**src/rtl/alu_op_issuer.sv**
```systemverilog
// ALU issue front end: decodes RISC-V ALU/address/branch ops, registers operands (S1), captures result (S2).
// Optional statistics counters are enabled by defining ALU_OP_ISSUER_STATS_EN.
module alu_op_issuer #(
   parameter int DATA_WIDTH  = 64,
   parameter int STATS_WIDTH = 32
) (
   input  logic                   clk,
   input  logic                   reset,
   input  logic                   in_valid,
   output logic                   in_ready,
   input  logic [6:0]             in_opcode,
   input  logic [2:0]             in_funct3,
   input  logic                   in_funct7_5,
   input  logic [DATA_WIDTH-1:0]  in_rs1,
   input  logic [DATA_WIDTH-1:0]  in_rs2,
   input  logic [DATA_WIDTH-1:0]  in_imm,
   output logic [DATA_WIDTH-1:0]  alu_a,
   output logic [DATA_WIDTH-1:0]  alu_b,
   output logic [3:0]             alu_ctrl,
   input  logic [DATA_WIDTH-1:0]  alu_result,
   input  logic                   alu_zero,
   output logic                   out_valid,
   input  logic                   out_ready,
   output logic [DATA_WIDTH-1:0]  out_result,
   output logic                   out_zero,
`ifdef ALU_OP_ISSUER_STATS_EN
   output logic [STATS_WIDTH-1:0] stat_issued,
   output logic [STATS_WIDTH-1:0] stat_illegal,
`endif
   output logic                   out_illegal
);

   localparam logic [6:0] OP_R      = 7'b0110011;
   localparam logic [6:0] OP_I      = 7'b0010011;
   localparam logic [6:0] OP_LOAD   = 7'b0000011;
   localparam logic [6:0] OP_STORE  = 7'b0100011;
   localparam logic [6:0] OP_BRANCH = 7'b1100011;

   localparam logic [3:0] CTRL_ADD = 4'b0000;
   localparam logic [3:0] CTRL_SUB = 4'b0001;
   localparam logic [3:0] CTRL_AND = 4'b0010;
   localparam logic [3:0] CTRL_OR  = 4'b0011;
   localparam logic [3:0] CTRL_XOR = 4'b0100;
   localparam logic [3:0] CTRL_SLL = 4'b0101;
   localparam logic [3:0] CTRL_SRL = 4'b0110;

   typedef struct packed {
      logic       illegal;
      logic       use_imm;
      logic [3:0] ctrl;
   } dec_t;

   function automatic dec_t decode(input logic [6:0] opcode, input logic [2:0] f3, input logic f75);
      dec_t d;
      d.illegal = 1'b0;
      d.use_imm = 1'b0;
      d.ctrl    = CTRL_ADD;
      case (opcode)
         OP_R, OP_I: begin
            d.use_imm = (opcode == OP_I);
            case (f3)
               3'b000: d.ctrl = (opcode == OP_R && f75) ? CTRL_SUB : CTRL_ADD;
               3'b111: d.ctrl = CTRL_AND;
               3'b110: d.ctrl = CTRL_OR;
               3'b100: d.ctrl = CTRL_XOR;
               // f7_5=1 on shifts selects the arithmetic variant, which this ALU lacks
               3'b001: begin d.ctrl = CTRL_SLL; d.illegal = f75; end
               3'b101: begin d.ctrl = CTRL_SRL; d.illegal = f75; end
               default: d.illegal = 1'b1;
            endcase
         end
         OP_LOAD, OP_STORE: d.use_imm = 1'b1;
         OP_BRANCH: begin
            d.ctrl    = CTRL_SUB;
            d.illegal = !(f3 == 3'b000 || f3 == 3'b001);
         end
         default: d.illegal = 1'b1;
      endcase
      return d;
   endfunction

   dec_t                  dec_p0;
   logic [DATA_WIDTH-1:0] a_p0;
   logic [DATA_WIDTH-1:0] b_p0;
   logic [3:0]            ctrl_p0;
   logic                  vld_p1;
   logic                  illegal_p1;
   logic                  s2_adv;
   logic                  accept;

   always_comb begin
      dec_p0  = decode(in_opcode, in_funct3, in_funct7_5);
      a_p0    = dec_p0.illegal ? '0 : in_rs1;
      b_p0    = dec_p0.illegal ? '0 : (dec_p0.use_imm ? in_imm : in_rs2);
      ctrl_p0 = dec_p0.illegal ? CTRL_ADD : dec_p0.ctrl;
   end

   assign s2_adv   = vld_p1 & (!out_valid | out_ready);
   assign in_ready = !vld_p1 | s2_adv;
   assign accept   = in_valid & in_ready;

   // p0 -> p1: issue register driving the ALU
   always_ff @(posedge clk) begin
      if (reset) begin
         vld_p1     <= 1'b0;
         illegal_p1 <= 1'b0;
         alu_a      <= '0;
         alu_b      <= '0;
         alu_ctrl   <= CTRL_ADD;
      end else if (accept) begin
         vld_p1     <= 1'b1;
         illegal_p1 <= dec_p0.illegal;
         alu_a      <= a_p0;
         alu_b      <= b_p0;
         alu_ctrl   <= ctrl_p0;
      end else if (s2_adv) begin
         vld_p1     <= 1'b0;
      end
   end

   // p1 -> p2: output register capturing the combinational ALU return
   always_ff @(posedge clk) begin
      if (reset) begin
         out_valid   <= 1'b0;
         out_result  <= '0;
         out_zero    <= 1'b0;
         out_illegal <= 1'b0;
      end else if (s2_adv) begin
         out_valid   <= 1'b1;
         out_result  <= illegal_p1 ? '0 : alu_result;
         out_zero    <= illegal_p1 ? 1'b1 : alu_zero;
         out_illegal <= illegal_p1;
      end else if (out_ready) begin
         out_valid   <= 1'b0;
      end
   end

`ifdef ALU_OP_ISSUER_STATS_EN
   always_ff @(posedge clk) begin
      if (reset) begin
         stat_issued  <= '0;
         stat_illegal <= '0;
      end else if (accept) begin
         stat_issued <= stat_issued + STATS_WIDTH'(1);
         if (dec_p0.illegal) stat_illegal <= stat_illegal + STATS_WIDTH'(1);
      end
   end
`endif

endmodule

```
**config.mk**
```make
export PLATFORM = sky130hd
export DESIGN_NAME = alu_op_issuer
export DESIGN_NICKNAME = d
export VERILOG_FILES = /design/src/rtl/alu_op_issuer.sv
export SDC_FILE = /design/constraint.sdc
export NUM_CORES = 1
export LEC_CHECK = 0
export CAP_MARGIN = 20
export CORE_AREA = 2 2 185 187
export DETAILED_ROUTE_END_ITERATION = 10
export DIE_AREA = 0 0 187 189
export PLACE_DENSITY = 0.55
export SLEW_MARGIN = 20
export SYNTH_ARGS = -nofsm -noshare
export SYNTH_HDL_FRONTEND = slang
export SYNTH_SLANG_ARGS = --single-unit
```
**constraint.sdc**
```tcl
create_clock -name clk -period 1.8 [get_ports clk]
set_input_delay 0.36 -clock clk [delete_from_list [all_inputs] [get_ports clk]]
set_output_delay 0.36 -clock clk [all_outputs]
set_load 0.05 [all_outputs]
```
==> impl_metrics.toml, run 1 <==
[drt]
number_of_vias_per_cell = 4.40
antenna_violating_nets_post_route = 0
detail_route.drc_violations = 0
detail_route.wirelength_um = 31300
drt_iter0_drc = 252
post_drt_wl_per_cell_um = 18.3
detail_route.first_pass.iterations = 6
num_vias = 7540

[synthesis]
post-synth-top-count-cell = "sky130_fd_sc_hd__dfxtp_1"
synth-warning-count = 0
synth_cell_type_count = 33
ys_seq_elements = 200
main_area_contributors_after_synthesis = "sky130_fd_sc_hd__dfxtp_1 (53%), sky130_fd_sc_hd__mux2i_1 (8.4%), sky130_fd_sc_hd__a22o_1 (7.4%)"
mappedNetlistNets = 1031
fraction_of_synthesized_cell_area_in_xor_and_xnor_cells_pct = 0
syn_area_sq_um = 7590
synth_edf_count = 0
synth.mux.area_fraction_pct = 8.43
yosys.area.top_type = "sky130_fd_sc_hd__dfxtp_1"
synth_adder_area_share_pct = 0
netlist.area_leader.share_pct = 52.7
synth-compound-area-share_pct = 19.7
asyncSetResetFlopFracSynth_pct = 0
synth_ff_type = "sky130_fd_sc_hd__dfxtp_1"
post_synth_inst_count = 759
synth_sequential_area_ratio_pct = 52.7
synth_top_family_by_area = "compound AO/OA/AOI/OAI gates"
simple_logic_cell_fraction_of_the_synthesized_area_pct = 14.8
postSynthAreaPerCell_sq_um = 10.0
synthTopCellsByCount = "sky130_fd_sc_hd__dfxtp_1 (200), sky130_fd_sc_hd__nand2_1 (133), sky130_fd_sc_hd__a21oi_1 (70), sky130_fd_sc_hd__nand3b_1 (67)"

[sta]
finalHoldViolations = 0
min_period_over_period_pct = 97.9
setup_viol_count_final = 0
worst_hold_slack_ns = 0.264
clock_skew_ns = 0.0145
fin_crit_ns = 1.76
timing.fmax_mhz = 568
timing.final.max_slew_violations = 0

[global_route]
antenna_violations_before_repair = 7
grt.overflow.total = 0
grt_first_pass_wirelength_um = 45700
first_global_vias = 7394
grt_start_max_net_pins = 70
grt_usage_pct = 16.9

[cells_and_area]
register_area_sq_um = 4010
multiInputGateArea_sq_um = 3430
layout-area-overhead-vs-synth_pct = 78.9
fin_area_sq_um = 13600
layout-drive-gt1-share_pct = 29.2
nNetsFinal = 1521
fill_cells = 3308

[die]
chipHeight_um = 189
rows = 67
floorplan.die_area_sq_um = 35300
chipWidth_um = 187
floorplan.initialDensity_pct = 22.8
design.portCount = 472
fp.coreArea_sq_um = 33300

[run_status]
run_status = "finished, final reports clean"

[worst_setup_path]
critical_path_arrival_ns = 2.10
worst-endpoint-required_ns = 2.14
timing.critical_path.fanout_max = 13
rr_worst_depth = 6
cp-end-kind = "flip-flop"
setup.worst_path.start_class = "input pin"
crit_type = "input pin to flip-flop"

[pwr]
p_leak_uw = 0.00537
power.density_cell_area_nw_per_um2 = 737
max-vdd-ir-drop_mv = 0.654

[placement]
gpl.final_weighted_congestion = 0.796
io_buffer_count = 470
placed_cell_area_sq_um = 12700
dp.final_hpwl_um = 23500

[cts]
cts_buffers = 17
path_clk_slew_ns = 0.08
ctsLongestPathBuffers = 2
htree_levels = 4
clock_sink_count = 200
cts_tree = "done"
hold_buffers = 0
clock_latency_on_the_worst_skew_pair_ns = 0.45
clk_root_buffer_cell = "sky130_fd_sc_hd__clkbuf_16"

[run]
max_cap_violations = 0

[min_path]
hp-class = "input pin to flip-flop"
timing.hold.worst_path_depth = 2
[power breakdown]
| group | total, uW | switching, uW | internal [uW] |
|---|---|---|---|
| combinational | 1590 | 740 | 846 |
| sequential | 4550 | 46.3 | 4500 |
| clock | 3880 | 1890 | 1980 |
[path summary, 6_finish.rpt]
path,startpoint,end,slack [ns]
setup / recovery,in_opcode[4],alu_a[38]$_SDFFE_PP0P_,0.04
hold / removal,reset,alu_ctrl[0]$_SDFFE_PP0P_,0.26
setup reg to reg,vld_p1$_SDFFE_PP0P_,alu_b[5]$_SDFFE_PP0P_,0.17
hold reg to reg,out_result[60]$_SDFFE_PP0P_,out_result[60]$_SDFFE_PP0P_,0.45
[area by class of cell]
type                    instances  area share (%)
inverters                       3          0.0829
well taps                     448            4.12
diodes                          3          0.0552
clock buffers                  18            3.23
multi-input cells             491            25.2
repair buffers                536            36.8
flip-flops and latches        200            29.5
clock inverters                13           0.994
[layout by cell type (no fill, tap or decap), drive strengths merged, types with 2 or more instances in the layout]
| master | n |
|---|---|
| clkbuf | 22 |
| mux2i | 64 |
| nand2 | 133 |
| diode | 3 |
| clkdlybuf4s50 | 265 |
| a21oi | 70 |
| nand3b | 67 |
| clkinv | 2 |
| clkinvlp | 3 |
| o21ai | 65 |
| dlygate4sd2 | 2 |
| inv | 10 |
| nor2 | 5 |
| buf | 262 |
| a22o | 64 |
| dfxtp | 200 |
| a211oi | 2 |
| nor3 | 5 |
| nand2b | 3 |
| dlymetal6s2s | 3 |
[routing by layer]
metal	global-route usage, %	vias up	share of wire (%)
met2	29.1	324	50
met3	7.45	33	9.0
li1	-	3669	-
met5	0	-	0.096
met4	4.61	4	1.5
met1	19.1	3510	40
[metrics by stage]
stage | power, uW | utilization, % | std cells | TNS (ns) | setup slack [ns]
3_3_place_gp | 6210 | 38.2 | 1667 | -67.54 | -0.566
5_1_grt | 10500 | 40.8 | 1709 | -0.00259 | -0.00161
4_1_cts | 10200 | 40.2 | 1701 | -0.00789 | -0.00789
3_5_place_dp | 6220 | 38.2 | 1667 | -69.48 | -0.585
6_report | 10000 | 40.8 | 1712 | 0 | 0.0384
2_1_floorplan | 5270 | - | 759 | -22.20 | -0.236
[registers in the layout (all words and copies together), names as in the netlist]
register / cells
out_zero: 1
alu_b: 64
out_result: 64
alu_a: 64
illegal_p1: 1
out_valid: 1
alu_ctrl: 3
vld_p1: 1
out_illegal: 1
[kinds of logic after synthesis]
group / Yosys count
other: 1
flip-flops: 200
multiplexers: 64
AO/OA/AOI/OAI: 207
AND/OR/NAND/NOR: 219
buffers and inverters: 68
[worst max-delay path, cell delays in order]
cell and delay [ns]:
sky130_fd_sc_hd__clkdlybuf4s50_1 0.56, sky130_fd_sc_hd__buf_4 0.17, sky130_fd_sc_hd__nand2b_1 0.11, sky130_fd_sc_hd__a211oi_4 0.21
sky130_fd_sc_hd__buf_6 0.14, sky130_fd_sc_hd__nor3_4 0.04, sky130_fd_sc_hd__buf_4 0.16, sky130_fd_sc_hd__buf_12 0.14
sky130_fd_sc_hd__a22o_1 0.18
[timing repair]
| action | CTS | global route |
|---|---|---|
| gates resized for setup | 15 | 15 |
| setup endpoints to repair | 98 | 128 |
| setup buffers | 3 | 5 |
| pin swaps | 4 | 4 |
| gates cloned | 0 | 5 |
No activity file was read; power rests on OpenSTA's default activity.
==> run 2: changes to the inputs <==
MAX_ROUTING_LAYER = met4   (was not set)
PLACE_DENSITY = 0.65   (was 0.55)
==> impl_metrics.toml, run 2 (synthesis gave the netlist of run 1 again) <==
[drt]
post_drt_wl_per_cell_um = 17.9
detail_route.wirelength_um = 30500
drt_iter0_drc = 240
detail_route.first_pass.iterations = 6
num_vias = 7547
antenna_violating_nets_post_route = 0
number_of_vias_per_cell = 4.42
detail_route.drc_violations = 0

[run_status]
run_status = "finished, final reports clean"

[cells_and_area]
fill_cells = 3270
final_common_cell = "sky130_fd_sc_hd__clkdlybuf4s50_1"
layout-drive-gt1-share_pct = 28.6
fin_util_pct = 40.7
nNetsFinal = 1518
fin_area_sq_um = 13500
layout-area-overhead-vs-synth_pct = 78.4
layout_top_registers = "alu_a: 64 flops, alu_b: 64 flops, out_result: 64 flops"
layout_common_cells = "sky130_fd_sc_hd__clkdlybuf4s50_1 (261), sky130_fd_sc_hd__buf_4 (236), sky130_fd_sc_hd__dfxtp_1 (197)"

[cts]
htree_levels = 4
clk_root_buffer_cell = "sky130_fd_sc_hd__clkbuf_16"
clock_sink_count = 200
cts_tree = "done"
path_clk_slew_ns = 0.08
cts_buffers = 17
clock_latency_on_the_worst_skew_pair_ns = 0.46
ctsLongestPathBuffers = 2

[sta]
timing_worst_slew_pin_value_ns = 0.523
relSlewSlack_pct = 65.1
timing.final.max_slew_violations = 0
clock_skew_ns = 0.0148
min_period_over_period_pct = 94.4
finalHoldViolations = 0
setup_viol_count_final = 0
worst_hold_slack_ns = 0.440
fin_crit_ns = 1.70
unrepaired_setup_endpoints_after_global_routing = "no"
worst_slack_ns = 0.100
timing.fmax_mhz = 588

[global_route]
grt_usage_pct = 17.4
grt_first_pass_wirelength_um = 45700
antenna_violations_before_repair = 6
first_global_vias = 7717
grt_start_max_net_pins = 68
grt.overflow.total = 0

[worst_setup_path]
crit-reg2reg-launch = "out_valid$_SDFFE_PP0P_"
cp_cell_sequence = "dlygate4sd2_1, nor4b_4, o2111ai_4, or3_4, buf_6, buf_4, o21ai_2"
worstReg2RegEnd = "alu_b[12]$_SDFFE_PP0P_"
slowest_stage = "sky130_fd_sc_hd__or3_4"
setup.worst_path.start_class = "input pin"
critical_path_arrival_ns = 2.09
max_stage_delay_ns = 0.50
cp-end-kind = "flip-flop"
crit_type = "input pin to flip-flop"
ff2ff_setup_slack_ns = 0.13
timing.critical_path.fanout_max = 5
rr_worst_depth = 6
critPathLaunch = "in_funct3[1]"
worst-endpoint-required_ns = 2.19

[pwr]
max-vdd-ir-drop_mv = 0.668
power.density_cell_area_nw_per_um2 = 751
p_leak_uw = 0.00536

[placement]
placed_cell_area_sq_um = 12800
dp.final_hpwl_um = 23100
gpl.final_weighted_congestion = 0.823
io_buffer_count = 470
place_worst_setup_slack_ns = -0.765

[min_path]
min-delay-start = "out_ready"
timing.hold.worst_path_depth = 3
whs_endpoint = "out_valid$_SDFFE_PP0P_"
hp-class = "input pin to flip-flop"

[run]
max_cap_violations = 0

[die]
floorplan.die_area_sq_um = 35300
rows = 67
chipHeight_um = 189
floorplan.initialDensity_pct = 22.8
chipWidth_um = 187
design.portCount = 472
fp.coreArea_sq_um = 33300
## run 2: cell types whose count changed in the layout (fill, tap and decap cells not counted), moves of 3 or more
cell                              previous run  this run
sky130_fd_sc_hd__clkdlybuf4s50_1           265       261
sky130_fd_sc_hd__mux2i_4                     4         1
sky130_fd_sc_hd__dlygate4sd2_1               2         6
sky130_fd_sc_hd__mux2i_2                     5         2
sky130_fd_sc_hd__buf_12                     15        20
sky130_fd_sc_hd__clkbuf_16                  21        18
sky130_fd_sc_hd__inv_8                       3         0
sky130_fd_sc_hd__mux2i_1                    55        61
sky130_fd_sc_hd__buf_4                     240       236
## run 2: how the worst max path moves through the flow
stage | end | cells after the start
2_1_floorplan | alu_b[13]$_SDFFE_PP0P_ | 6
3_3_place_gp | alu_a[25]$_SDFFE_PP0P_ | 6
3_5_place_dp | alu_a[13]$_SDFFE_PP0P_ | 6
4_1_cts | alu_b[5]$_SDFFE_PP0P_ | 7
5_1_grt | alu_b[0]$_SDFFE_PP0P_ | 6
6_report | alu_b[12]$_SDFFE_PP0P_ | 7
## run 2: where the power goes
group / internal [uW] / leakage, uW / switching, uW / total [uW]
Combinational: 847 / 0.00346 / 738 / 1580
Clock: 2220 / 0.000283 / 1820 / 4040
Sequential: 4500 / 0.00162 / 48.0 / 4550
Total: 7570 / 0.00536 / 2610 / 10200
## run 2: layout make-up
type	count	area, sq um	area share [%]
Multi-Input combinational cell	491	3380	25.0
Tap cell	448	561	4.14
Clock buffer	20	447	3.30
Inverter	3	11.3	0.0831
Clock inverter	10	145	1.07
Timing Repair Buffer	533	4990	36.8
Antenna cell	3	7.51	0.0554
Sequential cell	200	4010	29.6
## run 2: per-layer routing
layer  vias to the layer above  wire length, um  global-route usage (%)
met5                         -                0                       -
met4                         0              524                    5.62
met3                        34             2230                    5.26
met2                       319            15100                    29.3
met1                      3528            12700                    19.9
li1                       3666                -                       -
## run 2: repair_timing
action	in CTS	in global routing
gates resized for setup	18	10
gates cloned	1	1
hold buffers	0	0
setup buffers	4	0
endpoints found under the setup margin	128	110
pin swaps	6	4
## run 2: through the flow
| step | instances | power, uW | setup TNS (ns) |
|---|---|---|---|
| global route | 1708 | 10600 | 0 |
| finish | 1708 | 10200 | 0 |
| floorplan | 759 | 5270 | -22.20 |
| global placement | 1670 | 6210 | -85.04 |
| detailed placement | 1670 | 6230 | -86.98 |
| CTS | 1704 | 10300 | 0 |
## run 2: worst max-delay path: cells and delay by family
family,cells,cell delay [ns]
AO/OA/AOI/OAI,2,0.28
buffers and inverters,3,0.57
AND/OR/NAND/NOR,2,0.87
==> run 3: changes to the inputs <==
SLEW_MARGIN = not set   (was 20)
==> results of run 3 <==
Same layout as run 2: the final DEF is identical, and so are final timing and power.
